--- config.mk ---
export PLATFORM = sky130hd
export DESIGN_NAME = alu_arbiter
export DESIGN_NICKNAME = d
export VERILOG_FILES = /design/src/rtl/alu_arbiter.sv
export SDC_FILE = /design/constraint.sdc
export NUM_CORES = 1
export LEC_CHECK = 0
export CAP_MARGIN = 20
export CORE_MARGIN = 2
export CORE_UTILIZATION = 24
export DETAILED_ROUTE_END_ITERATION = 10
export GPL_ROUTABILITY_DRIVEN = 0
export HOLD_SLACK_MARGIN = 0.08
export PLACE_DENSITY_LB_ADDON = 0.12
export RECOVER_POWER = 50
export SETUP_SLACK_MARGIN = 0.4
export SKIP_LAST_GASP = 1
export SLEW_MARGIN = 40
export SYNTH_ARGS = -nofsm -noshare
export SYNTH_HDL_FRONTEND = slang
export SYNTH_SLANG_ARGS = --single-unit
--- constraint.sdc ---
create_clock -name clk -period 2.24 [get_ports clk]
set_input_delay 0.448 -clock clk [delete_from_list [all_inputs] [get_ports clk]]
set_output_delay 0.448 -clock clk [all_outputs]
set_load 0.02 [all_outputs]
--- src/rtl/alu_arbiter.sv ---
// alu_arbiter: shares one combinational ALU between two requesters.
//
// Requester 0 is the execute stage and requester 1 is the address/aux unit.
// A round-robin grant picks one requester. The accepted operation is
// registered and driven to the ALU. The ALU result is captured into a
// single-entry response register that carries the requester ID. Only one
// operation is in flight at a time, so a new operation can issue at most
// once every 3 cycles.
//
// Ports
//   clk, rst_n                      clock, synchronous active-low reset
//   reqN_valid/ready                N=0,1 request handshake
//   reqN_a/b/shamt/func             N=0,1 operands and function code
//   alu_i1/i2/shamt/func            registered operation driven to the ALU
//   alu_o                           combinational ALU result
//   rsp_valid/ready/id/data/err     registered response and its handshake
//   busy                            high when the FSM is not in IDLE
//
// Build option
//   ALU_ARB_DIV0_CHK_EN: when defined, a divide (func 4'b1100) with b == 0
//   returns data 0 and sets rsp_err. When undefined, rsp_err is always 0.
//
// State | meaning
// IDLE  | waiting for a request; ready goes to the granted requester
// EXEC  | operation registers drive the ALU; the result is captured at the edge
// RESP  | response is held until the consumer takes it

module alu_arbiter #(
    parameter int WIDTH   = 32,
    parameter int FUNC_W  = 4,
    parameter int SHAMT_W = 5
) (
    input  logic               clk,
    input  logic               rst_n,
    input  logic               req0_valid,
    output logic               req0_ready,
    input  logic [WIDTH-1:0]   req0_a,
    input  logic [WIDTH-1:0]   req0_b,
    input  logic [SHAMT_W-1:0] req0_shamt,
    input  logic [FUNC_W-1:0]  req0_func,
    input  logic               req1_valid,
    output logic               req1_ready,
    input  logic [WIDTH-1:0]   req1_a,
    input  logic [WIDTH-1:0]   req1_b,
    input  logic [SHAMT_W-1:0] req1_shamt,
    input  logic [FUNC_W-1:0]  req1_func,
    output logic [WIDTH-1:0]   alu_i1,
    output logic [WIDTH-1:0]   alu_i2,
    output logic [SHAMT_W-1:0] alu_shamt,
    output logic [FUNC_W-1:0]  alu_func,
    input  logic [WIDTH-1:0]   alu_o,
    output logic               rsp_valid,
    input  logic               rsp_ready,
    output logic               rsp_id,
    output logic [WIDTH-1:0]   rsp_data,
    output logic               rsp_err,
    output logic               busy
);

    typedef enum logic [1:0] {IDLE, EXEC, RESP} state_t;

    state_t              state_q, state_d;
    logic                last_grant_q, last_grant_d;
    logic [WIDTH-1:0]    op_a_q, op_a_d;
    logic [WIDTH-1:0]    op_b_q, op_b_d;
    logic [SHAMT_W-1:0]  op_shamt_q, op_shamt_d;
    logic [FUNC_W-1:0]   op_func_q, op_func_d;
    logic                op_id_q, op_id_d;
    logic                rsp_valid_q, rsp_valid_d;
    logic                rsp_id_q, rsp_id_d;
    logic [WIDTH-1:0]    rsp_data_q, rsp_data_d;
    logic                rsp_err_q, rsp_err_d;
    logic                grant_id;

    // On a tie the requester that was not served last wins.
    // Otherwise the only valid requester wins.
    always_comb begin
        if (req0_valid && req1_valid) begin
            grant_id = ~last_grant_q;
        end else begin
            grant_id = req1_valid;
        end
    end

    always_comb begin
        state_d      = state_q;
        last_grant_d = last_grant_q;
        op_a_d       = op_a_q;
        op_b_d       = op_b_q;
        op_shamt_d   = op_shamt_q;
        op_func_d    = op_func_q;
        op_id_d      = op_id_q;
        rsp_valid_d  = rsp_valid_q;
        rsp_id_d     = rsp_id_q;
        rsp_data_d   = rsp_data_q;
        rsp_err_d    = rsp_err_q;
        req0_ready   = 1'b0;
        req1_ready   = 1'b0;
        case (state_q)
            IDLE: begin
                // Ready is held low while reset is asserted. Reset wins at the
                // edge, so a handshake shown during reset would be lost.
                if (rst_n && (req0_valid || req1_valid)) begin
                    req0_ready = ~grant_id;
                    req1_ready = grant_id;
                    op_a_d     = grant_id ? req1_a     : req0_a;
                    op_b_d     = grant_id ? req1_b     : req0_b;
                    op_shamt_d = grant_id ? req1_shamt : req0_shamt;
                    op_func_d  = grant_id ? req1_func  : req0_func;
                    op_id_d    = grant_id;
                    state_d    = EXEC;
                end
            end
            EXEC: begin
                rsp_valid_d = 1'b1;
                rsp_id_d    = op_id_q;
                rsp_data_d  = alu_o;
                rsp_err_d   = 1'b0;
`ifdef ALU_ARB_DIV0_CHK_EN
                if (op_func_q == FUNC_W'(4'b1100) && op_b_q == '0) begin
                    rsp_data_d = '0;
                    rsp_err_d  = 1'b1;
                end
`endif
                state_d = RESP;
            end
            RESP: begin
                if (rsp_valid_q && rsp_ready) begin
                    rsp_valid_d  = 1'b0;
                    last_grant_d = rsp_id_q;
                    state_d      = IDLE;
                end
            end
            default: state_d = IDLE;
        endcase
    end

    always_ff @(posedge clk) begin
        if (!rst_n) begin
            state_q      <= IDLE;
            last_grant_q <= 1'b1;
            op_a_q       <= '0;
            op_b_q       <= '0;
            op_shamt_q   <= '0;
            op_func_q    <= '0;
            op_id_q      <= 1'b0;
            rsp_valid_q  <= 1'b0;
            rsp_id_q     <= 1'b0;
            rsp_data_q   <= '0;
            rsp_err_q    <= 1'b0;
        end else begin
            state_q      <= state_d;
            last_grant_q <= last_grant_d;
            op_a_q       <= op_a_d;
            op_b_q       <= op_b_d;
            op_shamt_q   <= op_shamt_d;
            op_func_q    <= op_func_d;
            op_id_q      <= op_id_d;
            rsp_valid_q  <= rsp_valid_d;
            rsp_id_q     <= rsp_id_d;
            rsp_data_q   <= rsp_data_d;
            rsp_err_q    <= rsp_err_d;
        end
    end

    assign alu_i1    = op_a_q;
    assign alu_i2    = op_b_q;
    assign alu_shamt = op_shamt_q;
    assign alu_func  = op_func_q;
    assign rsp_valid = rsp_valid_q;
    assign rsp_id    = rsp_id_q;
    assign rsp_data  = rsp_data_q;
    assign rsp_err   = rsp_err_q;
    assign busy      = (state_q != IDLE);

endmodule

# --- After elaboration in Yosys (flattened, before gate mapping) ---
# Index checks and enable logic that the tools add are counted.
op_classes:
  n_reduce_logical: 11
  mux: 14
  bitwise_logic: 2
  eq_ne: 4
op_table:
  columns: ["op", "n"]
  rows:
  - ["$mux 32", 2]
  - ["$reduce_and 2->1", 4]
  - ["$mux 1", 6]
  - ["$pmux 2 s3", 1]
  - ["$mux 5", 1]
  - ["$mux 2", 2]
  - ["$mux 4", 1]
  - ["$ne 2x2->1 const B", 2]
  - ["$reduce_bool 2->1", 2]
  - ["$logic_and 1x1->1", 3]
  - ["$eq 2x1->1 const B", 1]
  - ["$eq 2x2->1 const B", 1]
  - ["$logic_not 2->1", 1]
  - ["$not 1->1", 2]
  - ["$pmux 1 s2", 1]
  - ["$logic_or 1x1->1", 1]
totals:
  regBits: 111
  inputBits: 183
  word_cells: 41

# --- Longest topological paths before layout ---
logic_depth:
  ltp_word: 5
  ltp_mapped: 7

# --- Least setup slack after synthesis ---
# OpenSTA, ideal clock, no wires.
synth_timing:
  path_kind: "input to output"
  startpoint: "in req1_valid"
  endpoint: "out req1_ready"
  path_stages: 4
  setup_slack_ns: 0.574
  arrival_time_ns: 1.218
  required_time_ns: 1.792
  cell_sequence: "a21boi_1 -> clkbuf_1 -> nand3_1 -> inv_1"
synth_via:
  elab_chain_len: 4
synth_rtl:
  columns: ["element", "line", "rtl"]
  rows:
  - ["start, declared", "41", "input logic req1_valid,"]
  - ["$logic_and 1x1->1 / $logic_or 1x1->1 (equally long branches)", "78, 103", null]
  - ["$mux 1 / $logic_and 1x1->1 (equally long branches)", "78, 103", null]
  - ["$mux 1 *", "103", "if (rst_n && (req0_valid || req1_valid)) begin"]
  - ["$mux 1 *", "99", "case (state_q)"]
  - ["end, declared", "42", "output logic req1_ready,"]
# Every way passes the cells marked *; elsewhere a longest branch is shown, timed or not.

# --- Worst setup path in the final report ---
layout_timing:
  startpoint: "reg rsp_data_q[5], in the netlist rsp_data[5]"
  endpoint: "out rsp_data[5]"
layout_rtl:
  columns: ["element", "line", "rtl"]
  rows:
  - ["start, declared", "71", "logic [WIDTH-1:0] rsp_data_q, rsp_data_d;"]
  - ["start signal, assigned", "161", "rsp_data_q <= rsp_data_d;"]
  - ["end, declared", "55", "output logic [WIDTH-1:0] rsp_data,"]
# No word-level cell between the ends.

==> flow_metrics.env <==
export IMPL_die_h_um=149.1
export IMPL_h_tree_depth=3
export IMPL_port_buffer_count=292
export IMPL_regToRegSetupSlack_ps=510
export IMPL_ys_warn_count=0
export IMPL_slew_viol_final=0
export IMPL_met3_usage_pct=4.862
export IMPL_final_cell_count_no_fill=1136
export IMPL_setup_viol=0
export IMPL_vias_per_cell=4.619
export IMPL_area_growth_syn_to_layout_pct=68.83
export IMPL_finalPower_mw=5.626
export IMPL_grt_pass1_vias=5309
export IMPL_worstSkewPairLatency_ps=350
export IMPL_cp_top_family="buffers and inverters"
export IMPL_placed_area_mm2=0.008297
export IMPL_synth_avg_cell_area_um2=8.609
export IMPL_endpoint_kind="primary output"
export IMPL_grt_met1_usage_pct=18.76
export IMPL_drc=0
export IMPL_final_nets=1039
export IMPL_hold_violations=0
export IMPL_arrival_ps=1360
export IMPL_powerDensity_mw_per_mm2=659.4
export IMPL_p_leak_nw=3.094
export IMPL_worst_path_max_delay_cell="dlygate4sd3_1"
export IMPL_start_util_pct=24.27
export IMPL_path_buf_inv=1
export IMPL_worst_pin_slew_ps=651.2
export IMPL_max_slew_margin_pct=56.59
export IMPL_grt_setup_unrepaired="yes"
export IMPL_hold_slack_ps=453.8
export IMPL_grt_overflow=0
export IMPL_finalCriticalPeriod_ps=1812
export IMPL_maxCapViolCount=0
export IMPL_period_share_pct=80.90
export IMPL_vdd_drop_max_uv=284.7
export IMPL_antenna_found_initial=0
export IMPL_slowest_delay_ps=680
export IMPL_cts_sinks=111
export IMPL_finalSetupTns_ps=0
export IMPL_row_count=53
export IMPL_syn_inst=587
export IMPL_cts_root_buf="clkbuf_16"
export IMPL_synth_seq_area_share_pct=43.97
export IMPL_critical_path_class="register to primary output"
export IMPL_ant_nets=0
export IMPL_cp_max_fo=2
export IMPL_num_antenna_cells=0
export IMPL_n_fill_cell=2127
export IMPL_via_count=5247
export IMPL_cts_buffers=9
export IMPL_grt_max_degree=53
export IMPL_drive_above_1_share_pct=11.73
export IMPL_ios=294
export IMPL_cts_hold_fix_buffers=0
export IMPL_syn_area_mm2=0.005054
export IMPL_syn_nets=770
export IMPL_fin_skew_ps=9.516
export IMPL_fmax_mhz=551.8
export IMPL_path_clk_slew_ps=80
export IMPL_place_inst=1116
export IMPL_drt_wl_total_um=18450
export IMPL_dieArea_mm2=0.02223
export IMPL_grt_busiest_layer="met2"
export IMPL_cp_cell_sequence="dlygate4sd3_1"
export IMPL_dpl_hpwl_um=13120
export IMPL_grt_pass1_wl_um=28120
export IMPL_first_pass_iters=4
export IMPL_core_region_area_mm2=0.02082
export IMPL_stdcell_area_mm2=0.008532
export IMPL_worst_setup_path_start_kind="register"
export IMPL_worstPathRequired_ps=1790
export IMPL_hp_class="register to register"
export IMPL_track_usage_pct=16.04
export IMPL_run_status="completed"
export IMPL_wl_per_cell_um=16.24
export IMPL_use_met2_pct=28.02
export IMPL_ys_ff_latch=111
export IMPL_ys_types=24
export IMPL_drt_initial_drc_count=202
export IMPL_die_w_um=149.1
export IMPL_tritoncts="yes"
export IMPL_clockBufferDepth=2
-- worst register-to-register path, stage by stage, from the launching register on --
cell and delay, ps:
dfxtp_1 370, nor3b_4 260, nand2_1 110, clkbuf_4 140
clkbuf_4 120, clkbuf_4 120, clkinv_2 110, buf_12 230
a311oi_2 140
-- per-stage QoR --
step                setup WS (ps)  util, %
finish                      427.9    40.97
global route                346.6    40.97
CTS                         406.6    41.47
detailed placement         -258.2    39.85
global placement           -260.5    39.85
floorplan                   574.0        -
-- cells in the final DEF, fill, tap and decap left out, types with 2 or more instances in the layout --
| master | netlist | final |
|---|---|---|
| clkbuf_16 | 0 | 9 |
| clkbuf_4 | 0 | 3 |
| a311oi_1 | 13 | 24 |
| clkdlybuf4s50_1 | 0 | 259 |
| nand2_1 | 215 | 215 |
| dfxtp_1 | 111 | 111 |
| buf_12 | 0 | 10 |
| clkbuf_1 | 21 | 5 |
| nor2_1 | 2 | 2 |
| a21bo_2 | 2 | 2 |
| a311oi_2 | 60 | 49 |
| dlygate4sd3_1 | 0 | 21 |
| clkbuf_2 | 0 | 2 |
| a21oi_1 | 109 | 109 |
| dlygate4sd2_1 | 0 | 6 |
| buf_4 | 9 | 12 |
| clkinv_4 | 0 | 2 |
-- cell type report --
class	count	area, µm²	area share, %
Clock buffer	9	225.2	2.640
Inverter	3	15.01	0.1760
Multi-Input combinational cell	412	2426	28.44
Tap cell	275	344.1	4.033
Timing Repair Buffer	319	3208	37.60
Clock inverter	7	91.34	1.071
Sequential cell	111	2222	26.04
-- metal layers --
metal,wire length [µm],vias to the layer above
met5,0,-
met4,242,0
met3,1399,14
met2,9299,172
met1,7510,2474
li1,-,2587
-- state kept, by name, indices dropped and copies added (netlist names) --
name          flops
rsp_valid         1
alu_i2           32
alu_func          4
last_grant_q      1
op_id_q           1
alu_shamt         5
rsp_data         32
alu_i1           32
state_q           2
rsp_id            1
-- cell usage after synthesis --
cell	instances	area share, %
dfxtp_1	111	44
or2_0	1	0.12
a311oi_1	13	2.3
buf_2	24	2.4
a21bo_2	2	0.40
a21boi_1	1	0.15
buf_4	9	1.3
nand4b_1	1	0.17
buf_6	7	1.6
nor3b_2	1	0.25
nand2b_1	1	0.12
inv_1	1	0.074
nor2b_1	1	0.12
nor2_1	2	0.15
a21oi_1	109	11
nand3_1	1	0.099
or2_2	1	0.12
conb_1	1	0.074
inv_2	2	0.15
mux2i_1	1	0.20
a311oi_2	60	18
nand2_1	215	16
nand3b_1	1	0.15
clkbuf_1	21	1.6
-- cell families (layout without fill, tap and decap cells) --
kind of cell,Yosys count,count (layout),synth area share (%)
mux,1,1,0.1981
simple gates,225,225,17.28
flops,111,111,43.97
compound gates,185,185,31.42
buf+inv,64,338,7.056
other cells,1,1,0.07420
-- power by group --
part | leakage (nW) | switching, mW | internal [mW] | total [mW]
combinational | 2.03 | 0.833 | 0.847 | 1.68
sequential | 0.913 | 0.102 | 2.16 | 2.26
clock | 0.151 | 0.794 | 0.894 | 1.69
total | 3.09 | 1.73 | 3.90 | 5.63
-- repair_timing --
action	4_1_cts	5_1_grt
pin swaps	1	2
gates cloned	0	0
setup endpoints to repair	34	16
resized for setup	18	6
setup buffers	4	0
-- worst paths after layout --
kind / endpoint / startpoint / cells after the start
setup / recovery: rsp_data[5] / rsp_data[5] / 1
hold / removal: rsp_data[0] / rsp_data[0] / 2
setup reg to reg: alu_i1[14] / state_q[0] / 8
hold reg to reg: rsp_data[0] / rsp_data[0] / 2
No activity file was read; power rests on OpenSTA's default activity.
